File: config.mk
export PLATFORM = sky130hd
export DESIGN_NAME = i2s_rx
export DESIGN_NICKNAME = d
export VERILOG_FILES = /design/src/rtl/i2s_pkg.sv /design/src/rtl/i2s_sync.sv /design/src/rtl/i2s_rx.sv
export SDC_FILE = /design/constraint.sdc
export NUM_CORES = 1
export LEC_CHECK = 0
export BUFFER_PORTS_ARGS = -buffer_cell sky130_fd_sc_hd__buf_2
export CORE_MARGIN = 3
export CORE_UTILIZATION = 45
export DETAILED_ROUTE_END_ITERATION = 8
export MAX_ROUTING_LAYER = met4
export PLACE_DENSITY = 0.64
export REMOVE_ABC_BUFFERS = 1
export SLEW_MARGIN = 20
export SYNTH_ARGS = -nofsm -noshare
export SYNTH_HDL_FRONTEND = slang
export SYNTH_HIERARCHICAL = 1
export SYNTH_SLANG_ARGS = --single-unit
File: constraint.sdc
create_clock -name clk -period 2.6 [get_ports clk]
set_clock_uncertainty 0.2 [all_clocks]
set_input_delay 0.52 -clock clk [delete_from_list [all_inputs] [get_ports clk]]
set_output_delay 0.52 -clock clk [all_outputs]
set_load 0.01 [all_outputs]
File: src/rtl/i2s_pkg.sv
// Shared types and constants for the I2S receive path.
//   i2s_state_e       : receiver FSM states
//   I2S_LEFT          : lrclk level that marks the left channel
//   I2S_DEFAULT_WIDTH : default captured bits per channel
package i2s_pkg;

  typedef enum logic [1:0] {
    StSync,
    StSkip,
    StShift,
    StPad
  } i2s_state_e;

  localparam logic I2S_LEFT = 1'b0;

  localparam int unsigned I2S_DEFAULT_WIDTH = 24;

endpackage

File: src/rtl/i2s_sync.sv
// Two-flop synchronizer with an optional registered rising-edge pulse.
//   clk    : sampling clock
//   rst_n  : asynchronous active-low reset
//   d_i    : asynchronous input
//   q_o    : synchronized level, delayed one extra flop to line up with rise_o
//   rise_o : one-cycle pulse on a synchronized 0->1 (tied low when EdgeEn = 0)
module i2s_sync
  import i2s_pkg::*;
#(
  parameter bit EdgeEn = 1'b0
) (
  input  logic clk,
  input  logic rst_n,
  input  logic d_i,
  output logic q_o,
  output logic rise_o
);

  // [0],[1] form the synchronizer; [2] is the edge-detect history stage.
  logic [2:0] sync_q;

  always_ff @(posedge clk or negedge rst_n) begin
    if (!rst_n) begin
      sync_q <= '0;
    end else begin
      sync_q <= {sync_q[1:0], d_i};
    end
  end

  // Taking the level from the history stage keeps every instance at the same
  // depth, so a data level is valid in the same cycle the registered bclk
  // edge pulse is seen.
  assign q_o = sync_q[2];

  if (EdgeEn) begin : g_edge
    logic rise_q;
    always_ff @(posedge clk or negedge rst_n) begin
      if (!rst_n) begin
        rise_q <= 1'b0;
      end else begin
        rise_q <= sync_q[1] & ~sync_q[2];
      end
    end
    assign rise_o = rise_q;
  end else begin : g_no_edge
    assign rise_o = 1'b0;
  end

endmodule

File: src/rtl/i2s_rx.sv
// I2S receive deserializer. Oversamples bclk/lrclk/sdata with clk, captures
// WIDTH bits per channel MSB first, and offers each stereo pair over a
// valid/ready handshake.
//   clk, cpu_resetn       : system clock, asynchronous active-low reset
//   bclk, lrclk, sdata    : I2S bus from the codec ADC (asynchronous)
//   enable                : 0 holds the receiver in sync-search
//   out_valid/out_ready   : pair handshake
//   out_l, out_r          : left/right samples, two's complement
//   overrun, frame_err    : sticky error flags, cleared by clr_flags
module i2s_rx
  import i2s_pkg::*;
#(
  parameter int unsigned WIDTH = I2S_DEFAULT_WIDTH
) (
  input  logic             clk,
  input  logic             cpu_resetn,
  input  logic             bclk,
  input  logic             lrclk,
  input  logic             sdata,
  input  logic             enable,
  output logic             out_valid,
  input  logic             out_ready,
  output logic [WIDTH-1:0] out_l,
  output logic [WIDTH-1:0] out_r,
  output logic             overrun,
  output logic             frame_err,
  input  logic             clr_flags
);

  localparam int unsigned CntW = $clog2(WIDTH + 1);

  logic bclk_rise;
  logic lr_s;
  logic sd_s;
  logic unused_bclk_lvl;
  logic unused_lr_rise;
  logic unused_sd_rise;

  i2s_sync #(.EdgeEn(1'b1)) u_sync_bclk (
    .clk    (clk),
    .rst_n  (cpu_resetn),
    .d_i    (bclk),
    .q_o    (unused_bclk_lvl),
    .rise_o (bclk_rise)
  );

  i2s_sync #(.EdgeEn(1'b0)) u_sync_lrclk (
    .clk    (clk),
    .rst_n  (cpu_resetn),
    .d_i    (lrclk),
    .q_o    (lr_s),
    .rise_o (unused_lr_rise)
  );

  i2s_sync #(.EdgeEn(1'b0)) u_sync_sdata (
    .clk    (clk),
    .rst_n  (cpu_resetn),
    .d_i    (sdata),
    .q_o    (sd_s),
    .rise_o (unused_sd_rise)
  );

  i2s_state_e       state_q, state_d;
  logic [CntW-1:0]  cnt_q, cnt_d;
  logic             chan_q, chan_d;
  logic             lr_prev_q, lr_prev_d;
  logic             left_ok_q, left_ok_d;
  logic [WIDTH-1:0] sh_l_q, sh_l_d;
  logic [WIDTH-1:0] sh_r_q, sh_r_d;
  logic             out_valid_q, out_valid_d;
  logic [WIDTH-1:0] out_l_q, out_l_d;
  logic [WIDTH-1:0] out_r_q, out_r_d;
  logic             overrun_q, overrun_d;
  logic             frame_err_q, frame_err_d;

  logic             lr_chg;
  logic             word_start;
  logic [CntW-1:0]  cnt_inc;
  logic             last_bit;
  logic             pair_done;
  logic             ferr_set;
  logic             ovr_set;

  // lr_prev_q holds lrclk as sampled on the previous bclk rise.
  assign lr_chg     = lr_s != lr_prev_q;
  assign word_start = lr_prev_q && (lr_s == I2S_LEFT);
  assign cnt_inc    = cnt_q + 1'b1;
  assign last_bit   = cnt_inc == CntW'(WIDTH);

  // State register.
  always_ff @(posedge clk or negedge cpu_resetn) begin
    if (!cpu_resetn) begin
      state_q <= StSync;
    end else begin
      state_q <= state_d;
    end
  end

  // Next state. StSkip is entered on the rise that carries the one-bit delay
  // slot, so that bit is never shifted; the following rise holds the MSB.
  always_comb begin
    state_d = state_q;
    if (!enable) begin
      state_d = StSync;
    end else if (bclk_rise) begin
      unique case (state_q)
        StSync: begin
          if (word_start) state_d = StSkip;
        end
        StSkip, StShift: begin
          if (lr_chg) begin
            state_d = StSkip;
          end else if (last_bit) begin
            state_d = StPad;
          end else begin
            state_d = StShift;
          end
        end
        StPad: begin
          if (lr_chg) state_d = StSkip;
        end
        default: state_d = StSync;
      endcase
    end
  end

  // Datapath and output handshake.
  always_comb begin
    cnt_d     = cnt_q;
    chan_d    = chan_q;
    left_ok_d = left_ok_q;
    sh_l_d    = sh_l_q;
    sh_r_d    = sh_r_q;
    pair_done = 1'b0;
    ferr_set  = 1'b0;
    lr_prev_d = bclk_rise ? lr_s : lr_prev_q;

    if (!enable) begin
      cnt_d     = '0;
      left_ok_d = 1'b0;
      sh_l_d    = '0;
      sh_r_d    = '0;
    end else if (bclk_rise) begin
      unique case (state_q)
        StSync: begin
          if (word_start) begin
            cnt_d  = '0;
            chan_d = I2S_LEFT;
          end
        end
        StSkip, StShift: begin
          if (lr_chg) begin
            // Short word: drop the partial word and resync on the new channel.
            ferr_set  = 1'b1;
            left_ok_d = 1'b0;
            cnt_d     = '0;
            chan_d    = lr_s;
          end else begin
            cnt_d = cnt_inc;
            if (chan_q == I2S_LEFT) begin
              sh_l_d = {sh_l_q[WIDTH-2:0], sd_s};
            end else begin
              sh_r_d = {sh_r_q[WIDTH-2:0], sd_s};
            end
            if (last_bit) begin
              if (chan_q == I2S_LEFT) begin
                left_ok_d = 1'b1;
              end else if (left_ok_q) begin
                pair_done = 1'b1;
                left_ok_d = 1'b0;
              end
            end
          end
        end
        StPad: begin
          // Counter stays saturated at WIDTH while slot padding goes by.
          if (lr_chg) begin
            cnt_d  = '0;
            chan_d = lr_s;
          end
        end
        default: ;
      endcase
    end

    out_valid_d = out_valid_q;
    out_l_d     = out_l_q;
    out_r_d     = out_r_q;
    ovr_set     = 1'b0;
    if (out_valid_q && out_ready) out_valid_d = 1'b0;
    if (pair_done) begin
      if (!out_valid_q || out_ready) begin
        out_valid_d = 1'b1;
        out_l_d     = sh_l_q;
        out_r_d     = sh_r_d;
      end else begin
        ovr_set = 1'b1;
      end
    end

    // A set in the same cycle as clr_flags wins.
    overrun_d   = (overrun_q & ~clr_flags) | ovr_set;
    frame_err_d = (frame_err_q & ~clr_flags) | ferr_set;
  end

  always_ff @(posedge clk or negedge cpu_resetn) begin
    if (!cpu_resetn) begin
      cnt_q       <= '0;
      chan_q      <= I2S_LEFT;
      lr_prev_q   <= 1'b0;
      left_ok_q   <= 1'b0;
      sh_l_q      <= '0;
      sh_r_q      <= '0;
      out_valid_q <= 1'b0;
      out_l_q     <= '0;
      out_r_q     <= '0;
      overrun_q   <= 1'b0;
      frame_err_q <= 1'b0;
    end else begin
      cnt_q       <= cnt_d;
      chan_q      <= chan_d;
      lr_prev_q   <= lr_prev_d;
      left_ok_q   <= left_ok_d;
      sh_l_q      <= sh_l_d;
      sh_r_q      <= sh_r_d;
      out_valid_q <= out_valid_d;
      out_l_q     <= out_l_d;
      out_r_q     <= out_r_d;
      overrun_q   <= overrun_d;
      frame_err_q <= frame_err_d;
    end
  end

  assign out_valid = out_valid_q;
  assign out_l     = out_l_q;
  assign out_r     = out_r_q;
  assign overrun   = overrun_q;
  assign frame_err = frame_err_q;

endmodule

==> impl_metrics.ini, run 1 <==
[run_status]
status = completed

[timing]
maxSlewViolCount = 0
setup_violations = 0
hold_viol = 0
setup_slack_ns = 0.203
rsz0062_at_grt = no
holdWs_ns = 0.111
max_freq_mhz = 417
fin_setup_tns_ns = 0
worst_slew_pin_slew_ns = 0.929
period_share = 0.922
min_period_ns = 2.40
relSlewSlack = 0.378

[final_layout]
area_growth_syn_to_layout_pct = 23.8
final_common_cell = dfrtp_1
multi_input_area_um2 = 1670
fill_cells = 809
final_net_count = 435
layoutNonFillerInstCount = 567
layout-drive-gt1-share = 0.353
seq_area_um2 = 2980
postLayoutCoreUtil = 0.588
final_cell_area_um2 = 5880
num_antenna_cells = 0
mostFrequentLayoutCells = dfrtp_1, buf_2, nand2_1

[yosys]
yosysWarningCount = 6
syn_inst = 348
syn_area_per_cell_um2 = 13.7
netlist_area_um2 = 4750

[clocking]
clock-sinks = 119
cts_buffers = 17
cts_root_buf = clkbuf_8
clk_pin_slew_ns = 0.06
tritoncts = yes
post_cts_buffers = 0
ctsHoldBuffers = 4
ctsLongestPathBuffers = 2
insertion_delay_ns = 0.50
ctsResizeCount = 0
htreeDepth = 4

[critical_path]
worstSetupStartpointType = flop
worstPathArrival_ns = 2.57
crit_fanout = 48
cp-end-kind = flop
crit_required_ns = 2.78
worstSetupPathType = flop to flop

[placed_design]
gp_congestion = 0.802
port_buffers = 58
pre_cts_ws_ns = 0.215
dp.cells = 531
dpl_cell_area_um2 = 5240
dp_hpwl_mm = 5.64

[power]
power_switching_mw = 0.886
p_comb_frac = 0.025
leakage_nw = 3.23
power_mw = 4.32
p_per_area_nw_per_um2 = 734
seqPwrFrac = 0.434
internal_power_mw = 3.44
ir_drop_v = 0.000580
swShare = 0.205
pwr-share-clk = 0.541

[floorplan]
row_count = 36
core_um2 = 10000
start_util = 0.475
fp.dieH_um = 109
io_pins = 59
dieWidth_um = 109
die-area_um2 = 11800

[route]
drt_wl_total_mm = 8.68
firstDrtPassIters = 4
drt.antenna.violating_nets = 0
drt_first_iter_violations = 127
vias = 2940
vias_per_cell = 5.19
route.detailed.drc = 0
routedWlPerCell_um = 15.3

[grt]
grt_overflow = 0
grt_max_degree = 50
grt_pass1_wl_mm = 14.8
antenna_found_initial = 0
grt_pass1_vias = 3026
grt_use_total = 0.167

[job]
cap_viol_max_count = 0

[hold_path]
min_path_type = primary input to flop
## power by group through the flow
stage | registers [mW] | logic [mW] | clock network (mW)
floorplan | 1.90 | 0.0372 | 0
global placement | 1.91 | 0.106 | 0
global route | 1.87 | 0.125 | 2.49
finish | 1.87 | 0.110 | 2.34
detailed placement | 1.91 | 0.108 | 0
CTS | 1.87 | 0.113 | 2.39
## per-layer routing
metal	global-route usage	vias up	part of all wire
li1	-	1372	-
met2	0.245	54	0.47
met4	0.0478	0	0.0083
met5	-	-	0
met3	0.0562	7	0.044
met1	0.223	1507	0.47
## flip-flops by register name, summed over array words and instances, names as in the netlist, 2 cells and up
register	count
u_sync_lrclk/sync_q	3
u_sync_bclk/sync_q	3
out_l	24
out_r	24
u_sync_sdata/sync_q	3
cnt_q	5
sh_l_q	24
sh_r_q	24
state_q	2
## area by class of cell
| type | instances | area share |
|---|---|---|
| clock inverters | 11 | 0.0249 |
| repair buffers | 72 | 0.0757 |
| clock buffers | 21 | 0.0780 |
| inverters | 6 | 0.00383 |
| well taps | 133 | 0.0283 |
| flip-flops and latches | 119 | 0.506 |
| multi-input cells | 205 | 0.283 |
## worst max-delay path, stage by stage, from the launching register on
cell,delay (ns)
dfrtp_1,0.45
ha_1,0.26
nand3_1,0.11
xnor2_1,0.45
o2111ai_4,0.20
buf_12,0.24
mux2_4,0.33
## path summary, 6_finish.rpt
path | from | cells past startpoint | slack [ns] | end
setup / recovery | cnt_q[0] | 6 | 0.20 | out_r[17]
min in group asynchronous | cpu_resetn | 2 | 0.34 | frame_err
hold reg to reg | u_sync_lrclk/sync_q[0] | 0 | 0.15 | u_sync_lrclk/sync_q[1]
max in group asynchronous | cpu_resetn | 3 | 1.23 | chan_q
setup reg to reg | cnt_q[0] | 6 | 0.20 | out_r[17]
hold / removal | clr_flags | 4 | 0.11 | overrun
No activity file was read; power rests on OpenSTA's default activity.
==> run 2: changes to the inputs <==
--- a/config.mk
+++ b/config.mk
@@ -8,12 +8,12 @@
 export BUFFER_PORTS_ARGS = -buffer_cell sky130_fd_sc_hd__buf_2
 export CORE_MARGIN = 3
 export CORE_UTILIZATION = 45
+export CTS_BUF_LIST = sky130_fd_sc_hd__clkbuf_8
 export DETAILED_ROUTE_END_ITERATION = 8
 export MAX_ROUTING_LAYER = met4
-export PLACE_DENSITY = 0.64
+export PLACE_DENSITY = 0.67
 export REMOVE_ABC_BUFFERS = 1
 export SLEW_MARGIN = 20
 export SYNTH_ARGS = -nofsm -noshare
 export SYNTH_HDL_FRONTEND = slang
-export SYNTH_HIERARCHICAL = 1
 export SYNTH_SLANG_ARGS = --single-unit
==> constraint.sdc (replaced) <==
create_clock -name clk -period 1.96 [get_ports clk]
set_clock_uncertainty 0.2 [all_clocks]
set_input_delay 0.392 -clock clk [delete_from_list [all_inputs] [get_ports clk]]
set_output_delay 0.392 -clock clk [all_outputs]
set_load 0.01 [all_outputs]
==> run 2 against run 1 <==
The run now ends with negative setup slack left. Critical path type unchanged. Combinational power rose by 96%. Design area is 6.5% higher. Maximum frequency up 14%. Sequential share of layout area decreased by 3.1 points.
==> impl_metrics.ini, run 2 <==
[run_status]
status = finished with violations
violations = negative setup slack

[yosys]
syn_area_per_cell_um2 = 13.7
dominantRegCellSynth = dfrtp_1
synth_fa_ha_area_frac = 0.0155
ys_types = 38
synthTopCellsByCount = dfrtp_1, nand2_1, mux2_2, nor2b_1, mux2i_1
synth-edff-count = 0
synth_top_family_by_area = multiplexers
synthXorXnorAreaFrac = 0.00517
yosys_register_bits = 119
synth.largest_area_cell = dfrtp_1
yosys.area.top_type_share = 0.615
synth-simple-area-share = 0.0887
synth-async-reset-ratio = 1.00
synth.area.mux_share = 0.179
synth_compound_area_frac = 0.0737
netlist_area_um2 = 4840
yosysMostFrequentCell = dfrtp_1
syn_inst = 352
yosysSeqAreaShare = 0.615
yosysWarningCount = 0
ys_top_cells_by_area = dfrtp_1, mux2_2, mux2_4

[timing]
setup_violations = 51
holdWs_ns = 0.0908
max_freq_mhz = 476
worst_slew_pin_slew_ns = 0.611
maxSlewViolCount = 0
period_share = 1.07
setup_slack_ns = -0.142
min_period_ns = 2.10
rsz0062_at_grt = yes
relSlewSlack = 0.593
hold_viol = 0

[final_layout]
final_common_cell = dfrtp_1
postLayoutCoreUtil = 0.605
final_net_count = 480
layout-drive-gt1-share = 0.454
num_antenna_cells = 0
mostFrequentLayoutCells = dfrtp_1, buf_2, nand2_1
area_growth_syn_to_layout_pct = 29.6
fill_cells = 833

[power]
swShare = 0.237
seqPwrFrac = 0.522
ir_drop_v = 0.000426
power_switching_mw = 1.13
internal_power_mw = 3.62
pwr-share-clk = 0.432
p_comb_frac = 0.046
p_per_area_nw_per_um2 = 758
leakage_nw = 3.36

[route]
routedWlPerCell_um = 15.3
firstDrtPassIters = 4
drt_wl_total_mm = 9.38
route.detailed.drc = 0
drt_first_iter_violations = 99
vias = 3076
vias_per_cell = 5.01
drt.antenna.violating_nets = 0

[placed_design]
port_buffers = 58
dp_hpwl_mm = 5.46
gp_congestion = 0.821
pre_cts_ws_ns = -0.196

[hold_path]
min_path_type = primary input to async pin

[critical_path]
timing.rr.start = state_q[1]
crit_required_ns = 2.06
crit_start = state_q[1]
crit_fanout = 12
worstPathArrival_ns = 2.20
worstSetupStartpointType = flop
worstSetupPathType = flop to flop
cp-end-kind = flop
rrSetupSlack_ns = -0.14

[floorplan]
row_count = 37
die-area_um2 = 12000
core_um2 = 10400
io_pins = 59
start_util = 0.467
dieWidth_um = 110
fp.dieH_um = 110

[job]
cap_viol_max_count = 0

[grt]
grt_overflow = 0
antenna_found_initial = 0
grt_pass1_vias = 3054
grt_max_degree = 119
grt_pass1_wl_mm = 14.8
grt_use_total = 0.166

[clocking]
ctsLongestPathBuffers = 2
tritoncts = yes
cts_root_buf = clkbuf_8
clk_pin_slew_ns = 0.07
insertion_delay_ns = 0.42
htreeDepth = 4
cts_buffers = 17
clock-sinks = 119
[run 2: worst max-delay path: stages, from the launching register on]
cell	delay [ns]
dfrtp_1	0.40
inv_2	0.09
ha_4	0.21
buf_6	0.12
nand4_1	0.10
buf_6	0.14
buf_12	0.15
mux2i_1	0.22
nor2b_1	0.08
mux2_2	0.26
[run 2: what timing repair did]
action / in CTS / in global routing
cloned: 2 / 2
setup buffers: 8 / 9
hold buffers: 5 / 0
pin swaps: 1 / 22
setup endpoints to repair: 62 / 84
gates resized for setup: 17 / 37
endpoints found under the hold margin: 124 / 0
[run 2: logic make-up (layout without fill, tap and decap cells)]
| group | Yosys count | in the layout |
|---|---|---|
| flip-flops | 119 | 119 |
| AO/OA/AOI/OAI | 46 | 46 |
| multiplexers | 73 | 73 |
| AND/OR/NAND/NOR | 84 | 85 |
| XOR/XNOR | 2 | 2 |
| buffers and inverters | 22 | 147 |
| adder cells (fa/ha/maj) | 6 | 6 |
[run 2: area by class of cell]
type,count,area (um^2),area share
sequential,119,2980,0.475
tap,136,170,0.0271
clock buffer,19,262,0.0417
clock inverter,12,105,0.0168
multi-input combinational,212,1930,0.307
inverter,6,22.5,0.00359
timing repair buffer,110,805,0.128
[run 2: metrics by stage]
stage | power (mW) | setup TNS, ns | instance area (um^2) | std cells
after global placement | 2.68 | -8.12 | 5510 | 560
after detailed placement | 2.69 | -10.06 | 5510 | 560
after floorplan | 2.58 | -142.84 | 4750 | 336
after global routing | 4.94 | -8.79 | 6270 | 614
final | 4.75 | -3.16 | 6270 | 614
after CTS | 4.78 | -5.07 | 6110 | 606
[run 2: metal layers]
layer	routed length (um)	vias to the layer above	global-route usage
li1	-	1464	-
met1	4260	1547	0.213
met2	4650	54	0.253
met3	367	11	0.0493
met4	103	0	0.0570
met5	0	-	-
[run 2: power groups by stage]
stage          logic [mW]  clock network [mW]  registers [mW]
2_1_floorplan      0.0506                   0            2.52
3_3_place_gp        0.160                   0            2.52
3_5_place_dp        0.163                   0            2.53
4_1_cts             0.194                2.10            2.48
5_1_grt             0.241                2.22            2.48
6_report            0.216                2.05            2.48
[run 2: final timing paths]
| kind | end | depth (start not counted) |
|---|---|---|
| min | out_r[12] | 2 |
| max reg2reg | out_r[10] | 9 |
| min reg2reg | u_sync_sdata.sync_q[2] | 0 |
| max in group asynchronous | cnt_q[0] | 3 |
| max | out_r[10] | 9 |
| min in group clk | out_valid | 3 |
